<file path="src/rtl/spi_xfer_ctrl_if.sv">
// rtl/spi_xfer_ctrl_if.sv - host/pin-side signal bundle of the SPI transfer controller
interface spi_xfer_ctrl_if #(
  parameter int DW   = 8,
  parameter int SIZE = 4
);
  logic            Pulse;
  logic            Start;
  logic [SIZE-1:0] Div;
  logic [DW-1:0]   TxData;
  logic            MISO;
  logic [SIZE-1:0] CPre;
  logic            SCK;
  logic            MOSI;
  logic            CS_n;
  logic            Busy;
  logic            Done;
  logic [DW-1:0]   RxData;

  modport slave (
    input  Pulse, Start, Div, TxData, MISO,
    output CPre, SCK, MOSI, CS_n, Busy, Done, RxData
  );

  modport master (
    output Pulse, Start, Div, TxData, MISO,
    input  CPre, SCK, MOSI, CS_n, Busy, Done, RxData
  );
endinterface

</file>
<file path="src/rtl/spi_xfer_ctrl.sv">
// rtl/spi_xfer_ctrl.sv - one SPI master transfer of DW bits, advanced by prescaler ticks
module spi_xfer_ctrl #(
  parameter int DW   = 8,
  parameter int SIZE = 4,
  parameter bit CPOL = 1'b0,
  parameter bit CPHA = 1'b0
) (
  input  logic              Clk,
  input  logic              Rst_n,
  spi_xfer_ctrl_if.slave    bus
);
  localparam int CW = $clog2(2*DW) + 1;

  typedef enum logic [1:0] {IDLE, SETUP, SHIFT, HOLD} state_e;

  state_e          state_q, state_d;
  logic [CW-1:0]   cnt_q, cnt_d;
  logic [DW-1:0]   tx_q, tx_d;
  logic [DW-1:0]   rx_q, rx_d;
  logic [DW-1:0]   rxd_q, rxd_d;
  logic [SIZE-1:0] cpre_q, cpre_d;
  logic            sck_q, sck_d;
  logic            mosi_q, mosi_d;
  logic            done_q, done_d;

  logic [CW-1:0]   edge_n;
  logic            leading;
  logic            last_edge;

  // edge_n is the number of the SCK edge this tick would produce
  assign edge_n    = cnt_q + 1'b1;
  assign leading   = edge_n[0];
  assign last_edge = (cnt_q == CW'(2*DW));

  always_ff @(posedge Clk or negedge Rst_n) begin
    if (!Rst_n) begin
      state_q <= IDLE;
      cnt_q   <= '0;
      tx_q    <= '0;
      rx_q    <= '0;
      rxd_q   <= '0;
      cpre_q  <= '0;
      sck_q   <= CPOL;
      mosi_q  <= 1'b0;
      done_q  <= 1'b0;
    end else begin
      state_q <= state_d;
      cnt_q   <= cnt_d;
      tx_q    <= tx_d;
      rx_q    <= rx_d;
      rxd_q   <= rxd_d;
      cpre_q  <= cpre_d;
      sck_q   <= sck_d;
      mosi_q  <= mosi_d;
      done_q  <= done_d;
    end
  end

  always_comb begin
    state_d = state_q;
    cnt_d   = cnt_q;
    tx_d    = tx_q;
    rx_d    = rx_q;
    rxd_d   = rxd_q;
    cpre_d  = cpre_q;
    sck_d   = sck_q;
    mosi_d  = mosi_q;
    done_d  = 1'b0;
    case (state_q)
      IDLE: begin
        if (bus.Start) begin
          state_d = SETUP;
          tx_d    = bus.TxData;
          cpre_d  = bus.Div;
          if (CPHA == 1'b0) mosi_d = bus.TxData[DW-1];
        end
      end
      SETUP: begin
        if (bus.Pulse) begin
          state_d = SHIFT;
          cnt_d   = '0;
        end
      end
      SHIFT: begin
        if (bus.Pulse) begin
          if (last_edge) begin
            state_d = HOLD;
          end else begin
            sck_d = ~sck_q;
            cnt_d = edge_n;
            if (leading) begin
              if (CPHA == 1'b0) begin
                rx_d = {rx_q[DW-2:0], bus.MISO};
              end else begin
                mosi_d = tx_q[DW-1];
                tx_d   = tx_q << 1;
              end
            end else begin
              if (CPHA == 1'b1) begin
                rx_d = {rx_q[DW-2:0], bus.MISO};
              end else if (edge_n != CW'(2*DW)) begin
                // Bit DW-1 was presented at start, so the trailing edge exposes the next one
                mosi_d = tx_q[DW-2];
                tx_d   = tx_q << 1;
              end
            end
          end
        end
      end
      HOLD: begin
        if (bus.Pulse) begin
          state_d = IDLE;
          done_d  = 1'b1;
          rxd_d   = rx_q;
          mosi_d  = 1'b0;
        end
      end
      default: state_d = IDLE;
    endcase
  end

  assign bus.CPre   = cpre_q;
  assign bus.SCK    = sck_q;
  assign bus.MOSI   = mosi_q;
  assign bus.CS_n   = (state_q == IDLE);
  assign bus.Busy   = (state_q != IDLE);
  assign bus.Done   = done_q;
  assign bus.RxData = rxd_q;
endmodule

</file>
<file path="src/flat_wrapper.sv">
// flat-port wrapper written by rule: the top's interface ports become plain ports
module spi_xfer_ctrl_flat 
#(
  parameter int DW   = 8,
  parameter int SIZE = 4,
  parameter bit CPOL = 1'b0,
  parameter bit CPHA = 1'b0
)
  (Clk, Rst_n, bus_Pulse, bus_Start, bus_Div, bus_TxData, bus_MISO, bus_CPre, bus_SCK, bus_MOSI, bus_CS_n, bus_Busy, bus_Done, bus_RxData);
  spi_xfer_ctrl_if #(.DW(DW), .SIZE(SIZE)) bus_i ();
  input  logic Clk;
  input  logic Rst_n;
  input wire logic [$bits(bus_i.Pulse)-1:0] bus_Pulse;
  input wire logic [$bits(bus_i.Start)-1:0] bus_Start;
  input wire logic [$bits(bus_i.Div)-1:0] bus_Div;
  input wire logic [$bits(bus_i.TxData)-1:0] bus_TxData;
  input wire logic [$bits(bus_i.MISO)-1:0] bus_MISO;
  output wire logic [$bits(bus_i.CPre)-1:0] bus_CPre;
  output wire logic [$bits(bus_i.SCK)-1:0] bus_SCK;
  output wire logic [$bits(bus_i.MOSI)-1:0] bus_MOSI;
  output wire logic [$bits(bus_i.CS_n)-1:0] bus_CS_n;
  output wire logic [$bits(bus_i.Busy)-1:0] bus_Busy;
  output wire logic [$bits(bus_i.Done)-1:0] bus_Done;
  output wire logic [$bits(bus_i.RxData)-1:0] bus_RxData;
  assign bus_i.Pulse = bus_Pulse;
  assign bus_i.Start = bus_Start;
  assign bus_i.Div = bus_Div;
  assign bus_i.TxData = bus_TxData;
  assign bus_i.MISO = bus_MISO;
  assign bus_CPre = bus_i.CPre;
  assign bus_SCK = bus_i.SCK;
  assign bus_MOSI = bus_i.MOSI;
  assign bus_CS_n = bus_i.CS_n;
  assign bus_Busy = bus_i.Busy;
  assign bus_Done = bus_i.Done;
  assign bus_RxData = bus_i.RxData;
  spi_xfer_ctrl #(.DW(DW), .SIZE(SIZE), .CPOL(CPOL), .CPHA(CPHA)) u_core (.Clk(Clk), .Rst_n(Rst_n), .bus(bus_i));
endmodule
</file>
<file path="config.mk">
export PLATFORM = sky130hd
export DESIGN_NAME = spi_xfer_ctrl_flat
export DESIGN_NICKNAME = d
export VERILOG_FILES = /design/src/rtl/spi_xfer_ctrl_if.sv /design/src/rtl/spi_xfer_ctrl.sv /design/src/flat_wrapper.sv
export SDC_FILE = /design/constraint.sdc
export NUM_CORES = 1
export LEC_CHECK = 0
export BUFFER_PORTS_ARGS = -buffer_cell sky130_fd_sc_hd__clkbuf_2
export CELL_PAD_IN_SITES_DETAIL_PLACEMENT = 1
export CELL_PAD_IN_SITES_GLOBAL_PLACEMENT = 1
export CORE_AREA = 2 2 62 76
export CTS_CLUSTER_DIAMETER = 100
export DETAILED_ROUTE_END_ITERATION = 6
export DIE_AREA = 0 0 64 78
export PLACE_DENSITY_LB_ADDON = 0.1
export SLEW_MARGIN = 20
export SYNTH_ARGS = -nofsm -noshare
export SYNTH_HDL_FRONTEND = slang
export SYNTH_SLANG_ARGS = --single-unit
export TNS_END_PERCENT = 10
</file>
<file path="constraint.sdc">
create_clock -name Clk -period 2.5 [get_ports Clk]
set_input_delay 0.375 -clock Clk [delete_from_list [all_inputs] [get_ports Clk]]
set_output_delay 0.375 -clock Clk [all_outputs]
set_load 0.02 [all_outputs]
</file>
# [After elaboration in Yosys (flattened, before gate mapping)]
# Index checks and enable logic that the tools add are counted.
# W data, S select, Z words.
[word_totals] register_bits=37 latch_bits=0 ram_bits=0 romBits=0 input_bits=17 output_inout_bits=17 word_cells=63 memories=0
[classes] add_sub_neg=1 mul=0 div=0 order_cmp=0 eq_ne=13 shift=0 n_mux=25 bitwise=2 n_reduce_logical=13
[op_table] cell="$mux W7" n=5
[op_table] cell="$mux W5" n=3
[op_table] cell="$pmux W7 S2" n=1
[op_table] cell="$ne A2 B2 Y1 const B" n=6
[op_table] cell="$mux W2" n=5
[op_table] cell="$pmux W5 S2" n=1
[op_table] cell="$mux W1" n=8
[op_table] cell="$pmux W2 S4" n=1
[op_table] cell="$reduce_and A4 Y1" n=2
[op_table] cell="$reduce_and A7 Y1" n=1
[op_table] cell="$reduce_and A6 Y1" n=1
[op_table] cell="$reduce_bool A2 Y1" n=3
[op_table] cell="$add A5 B1 Y5 const B" n=1
[op_table] cell="$eq A5 B5 Y1 const B" n=1
[op_table] cell="$ne A5 B5 Y1 const B" n=1
[op_table] cell="$reduce_and A5 Y1" n=1
[op_table] cell="$eq A2 B2 Y1 const B" n=2
[op_table] cell="$ne A2 B1 Y1 const B" n=2
[op_table] cell="$reduce_and A2 Y1" n=2
[op_table] cell="$pmux W1 S3" n=1
[op_table] cell="$reduce_and A3 Y1" n=1
[op_table] cell="$reduce_bool A3 Y1" n=1
[op_table] cell="$eq A2 B1 Y1 const B" n=1
[op_table] cell="$logic_not A2 Y1" n=1
[op_table] cell="$not A1 Y1" n=2

# [Depth between registers and ports, before layout]
[depth] ltp_word=7 ltp_mapped=8 ltp_nobuf=7

# [Least setup slack after synthesis]
# Ideal clock, no wire load.
[synth_timing] kind="flip-flop to flip-flop" from="reg u_core.cnt_q[0]" to="reg u_core.tx_q[0]" t_arrival_ns=1.912 slack_ns=0.463 path_stages_with_launch=8 n_path_buf=1 synth_period_minus_slack_ns=2.037 path_cell_list="dfrtp_1 > ha_1 > and3_1 > xor2_1 > a41oi_1 > nor2b_1 > buf_6 > mux2_4"
[synth_between] elab_chain_len=4
[synth_rtl] item="from (decl)" line="spi_xfer_ctrl.sv:17" rtl="logic [CW-1:0] cnt_q, cnt_d;"
[synth_rtl] item="from (signal assigned)" line="spi_xfer_ctrl.sv:48" rtl="cnt_q <= cnt_d;"
[synth_rtl] item="$add A5 B1 Y5" line="spi_xfer_ctrl.sv:31" rtl="assign edge_n = cnt_q + 1'b1;"
[synth_rtl] item="$ne A5 B5 Y1" line="spi_xfer_ctrl.sv:101" rtl="end else if (edge_n != CW'(2*DW)) begin"
[synth_rtl] item="$ne A2 B1 Y1 (no line)"
[synth_rtl] item="$reduce_and A6 Y1 (no line) *"
[synth_rtl] item="to (signal assigned)" line="spi_xfer_ctrl.sv:49" rtl="tx_q <= tx_d;"
[synth_rtl] item="to (decl)" line="spi_xfer_ctrl.sv:18" rtl="logic [DW-1:0] tx_q, tx_d;"
# Every way passes the cells marked *; elsewhere a longest branch is shown, timed or not.
# A chain may end at the register's enable or synchronous reset.

# [Worst setup path after layout]
[layout_timing] from="reg u_core.cnt_q[0]" to="reg u_core.tx_q[4]"
# The elaborated chain is that of the path after synthesis.

==> PnR_summary.wiki <==
{| class="wikitable"
! Metric !! Value
|-
| Outcome || complete, no violations
|-
| Vias in the first global route || between 1k and 1.5k
|-
| Cell count after placement || around 230
|-
| Number of antenna violations at the first check in global routing || 0
|-
| Number of maximum-capacitance violations || 0
|-
| DIE HEIGHT || between 70 and 80 microns
|-
| Routed WL per cell || 15.41 microns
|-
| Overall routing resource usage || 16.01%
|-
| Post-synthesis sequential area ratio || around half
|-
| Worst Clk Skew || ~0.0086 ns
|-
| Avg Vias per Cell || slightly above 5
|-
| Post-CTS sizing || 0
|-
| Floorplan die area || around 0.005 sq mm
|-
| Post-detailed-routing wire length || roughly 3600 microns
|-
| Hold Crit Class || input port to asynchronous set/reset pin
|-
| Root Driver || sky130_fd_sc_hd__clkbuf_8
|-
| Slew of the pin with the lowest slew margin || between 0.8 and 0.9 ns
|-
| Global Route met3 Usage || under 10%
|-
| Worst setup slack for register-to-register paths || about 0.22 ns
|-
| Cell with the largest stage delay on the worst path || sky130_fd_sc_hd__dfrtp_1
|-
| Number of sinks driven by the clock tree || 37
|-
| Share of layout cells above drive strength 1 || between 30% and 40%
|-
| Number of nets produced by synthesis || ~160
|-
| Final Wtd Congestion || ~0.83
|-
| Clock Path Buffers || 2
|-
| Die span in x || 64 microns
|-
| Post-layout nets || about 200
|-
| Number of cells on the critical path || 7
|-
| Unrepaired setup endpoints after global routing || false
|-
| Synthesis-stage register bit count || 37
|-
| Total setup buffers inserted after CTS || 0
|-
| Post-place setup slack || approximately 0.24 ns
|-
| Final worst slack || between 0.2 and 0.25 ns
|-
| Top achievable clock speed || around 440 MHz
|-
| Arr. time, crit path || 2.45 ns
|-
| Startpoint of the worst register-to-register path || u_core.cnt_q[0]
|-
| Yosys top cell area share || 51.71%
|-
| Pre-Repair DR Iteration Count || 4
|-
| Register-to-Register Path Depth || 7
|-
| Post-route non-filler standard cell count || 236
|-
| Wire length of the first global-routing pass || approximately 6200 microns
|-
| Fraction of met1 tracks used by global routing || about a fifth
|-
| Total negative slack for setup checks || 0 ns
|-
| Worst setup EP type || flop
|-
| Cell area after synthesis || around 0.0018 sq mm
|-
| Met2 Use GR || between 20 and 30%
|-
| Number of buffers and inverters on the critical path || 1
|-
| Remaining global-route overflow || 0
|-
| Req. time, crit path || 2.68 ns
|-
| Initial DRC Count || 22
|-
| Final HPWL from detailed placement || ~2800 microns
|-
| Vias || 1221
|-
| Endpoints failing hold || 0
|-
| Post-Synthesis Mean Instance Area || between 10 and 15 sq um
|-
| Maximum number of pins on one net before global-route repair || 38
|-
| Initial cell density of the core || a little over two fifths
|-
| Critical Path Start Type || flop
|-
| Ordered cell list for the critical path || ha_1 > and3_1 > xor2_1 > a41oi_1 > nor2b_1 > buf_4 > mux2_4
|-
| Count of mapped cells out of synthesis || 140
|-
| Synthesis-to-layout area growth || 20.55%
|-
| Clock slew at the register clock pins of the worst setup and hold paths || ~0.08 ns
|-
| Max rail drop VDD || around 0.57 mV
|-
| Area of the core || approximately 0.0042 sq mm
|-
| Source-to-sink clock delay at the later pin of the worst-skew pair || just under 0.3 ns
|-
| Inserted Diodes || 0
|-
| Clock buffer count from CTS || 5
|-
| Number of slew-limit violations in the final report || 0
|-
| Startpoint of the most critical setup path || u_core.cnt_q[0]
|-
| Critical path's top delay family || flip-flops
|-
| CTS H-Tree Depth || 2
|-
| Critical path's largest stage delay || 0.47 ns
|-
| Top fanout value on the critical path || 8
|-
| Fraction of the cycle the final worst path needs || roughly nine tenths
|-
| CTS tree || yes
|-
| Boundary Pins || 34
|-
| Crit Path Category || flop to flop
|-
| DRC errors left || 0
|-
| Highest-utilization routing layer at the global route stage || met2
|-
| Final antenna-violating net count || 0
|-
| Synthesis Warnings || 0
|-
| Total leakage power || between 1 and 1.5 nW
|-
| Worst slew margin relative to its limit || 40.28%
|-
| Quantity of hold-fixing buffers added after cts || 0
|-
| Ranking of synthesized cells by area || sky130_fd_sc_hd__dfrtp_1, sky130_fd_sc_hd__mux2_1, sky130_fd_sc_hd__mux2_2, sky130_fd_sc_hd__mux2_4, sky130_fd_sc_hd__ha_1
|-
| Number of library cell types mapped by synthesis || 37
|-
| Post-layout minimum cycle time || 2.277 ns
|-
| Final setup viols || 0
|-
| Row Count || 26
|-
| Power density normalized to cell area || roughly 1400 mW/mm^2
|-
| Port buffer count || 33
|-
| Synth area leader || sky130_fd_sc_hd__dfrtp_1
|}
report_power, final:
part           leakage (nW)  internal (mW)  switching, mW
combinational         0.538          0.595          0.638
clock                0.0687          0.402          0.222
sequential            0.468          0.872          0.197
total                  1.07           1.87           1.06
final cells by class:
cell class | instances | area [sq um]
clock buffers | 5 | 68.82
clock inverters | 3 | 68.82
fillers | 460 | 2038
inverters | 9 | 33.78
multi-input cells | 91 | 810.8
flip-flops and latches | 37 | 925.9
well taps | 56 | 70.07
repair buffers | 35 | 180.2
cell usage after synthesis:
library cell	n
sky130_fd_sc_hd__and3b_1	1
sky130_fd_sc_hd__nor2_1	4
sky130_fd_sc_hd__nand3_1	2
sky130_fd_sc_hd__nor2_2	1
sky130_fd_sc_hd__dfrtp_1	37
sky130_fd_sc_hd__inv_1	7
sky130_fd_sc_hd__nand2_1	9
sky130_fd_sc_hd__a221oi_1	1
sky130_fd_sc_hd__or3_1	1
sky130_fd_sc_hd__a32oi_1	1
sky130_fd_sc_hd__o32a_1	1
sky130_fd_sc_hd__ha_1	7
sky130_fd_sc_hd__o21ai_1	4
sky130_fd_sc_hd__o21a_1	1
sky130_fd_sc_hd__and4bb_2	1
sky130_fd_sc_hd__inv_2	2
sky130_fd_sc_hd__a31oi_1	2
sky130_fd_sc_hd__and3_1	1
sky130_fd_sc_hd__a41oi_1	1
sky130_fd_sc_hd__xnor2_1	1
sky130_fd_sc_hd__a22o_1	3
sky130_fd_sc_hd__a21boi_0	1
sky130_fd_sc_hd__nor3_1	2
sky130_fd_sc_hd__o21ai_0	2
sky130_fd_sc_hd__xor2_1	1
sky130_fd_sc_hd__mux2_1	16
sky130_fd_sc_hd__o31ai_1	2
sky130_fd_sc_hd__buf_2	1
sky130_fd_sc_hd__buf_1	1
sky130_fd_sc_hd__mux2_2	10
sky130_fd_sc_hd__nand3_2	1
sky130_fd_sc_hd__nand2b_1	1
sky130_fd_sc_hd__mux2_4	7
sky130_fd_sc_hd__nor2b_1	2
sky130_fd_sc_hd__a22oi_1	2
sky130_fd_sc_hd__mux2i_1	2
sky130_fd_sc_hd__buf_6	1
sequential cells by signal, summed over array words and instances, names as in the netlist:
| name | count |
|---|---|
| u_core.bus.Done | 1 |
| u_core.bus.MOSI | 1 |
| u_core.bus.CPre | 4 |
| u_core.bus.SCK | 1 |
| u_core.cnt_q | 5 |
| u_core.tx_q | 7 |
| u_core.rx_q | 8 |
| u_core.bus.RxData | 8 |
| u_core.state_q | 2 |
worst paths after layout:
| path | endpoint |
|---|---|
| setup / recovery | u_core.tx_q[4] |
| hold / removal | u_core.rx_q[3] |
| setup reg to reg | u_core.tx_q[4] |
| hold reg to reg | u_core.bus.RxData[5] |
| max in group asynchronous | u_core.rx_q[7] |
| min in group Clk | u_core.bus.CPre[0] |
through the flow:
step | utilization (%) | hold slack [ns] | power (mW) | cell area, sq um
floorplan | - | 0.07941 | 1.974 | 1790
global placement | 48.15 | 0.4605 | 2.269 | 2021
detailed placement | 48.15 | 0.4903 | 2.341 | 2021
CTS | 51.43 | 0.2297 | 2.975 | 2158
global route | 51.43 | 0.2698 | 3.142 | 2158
finish | 51.43 | 0.1960 | 2.927 | 2158
cell families after synthesis:
group	count (synthesis)	share of synthesized area [%]
DFF	37	51.71
muxes	35	23.34
and+or+nand+nor	26	7.687
AOI/OAI and AO/OA	21	8.386
buffers and inverters	12	3.005
adders and majority gates	7	4.891
xor gates and xnor gates	2	0.9785
layout by cell type (no fill, tap or decap), types with 3 or more instances in the layout:
master and n:
sky130_fd_sc_hd__mux2_4 7, sky130_fd_sc_hd__inv_1 7, sky130_fd_sc_hd__clkbuf_8 5, sky130_fd_sc_hd__nor2_1 4, sky130_fd_sc_hd__mux2_1 16, sky130_fd_sc_hd__o21ai_1 4
sky130_fd_sc_hd__clkbuf_2 33, sky130_fd_sc_hd__nand2_1 9, sky130_fd_sc_hd__a22o_1 3, sky130_fd_sc_hd__mux2_2 10, sky130_fd_sc_hd__ha_1 7, sky130_fd_sc_hd__dfrtp_1 37
per-layer routing:
layer | vias to the layer above | share of wire [%]
li1 | 577 | -
met5 | - | 0
met1 | 613 | 42
met2 | 25 | 53
met4 | 0 | 1.8
met3 | 6 | 3.5
(Power assumes the default switching activity.)
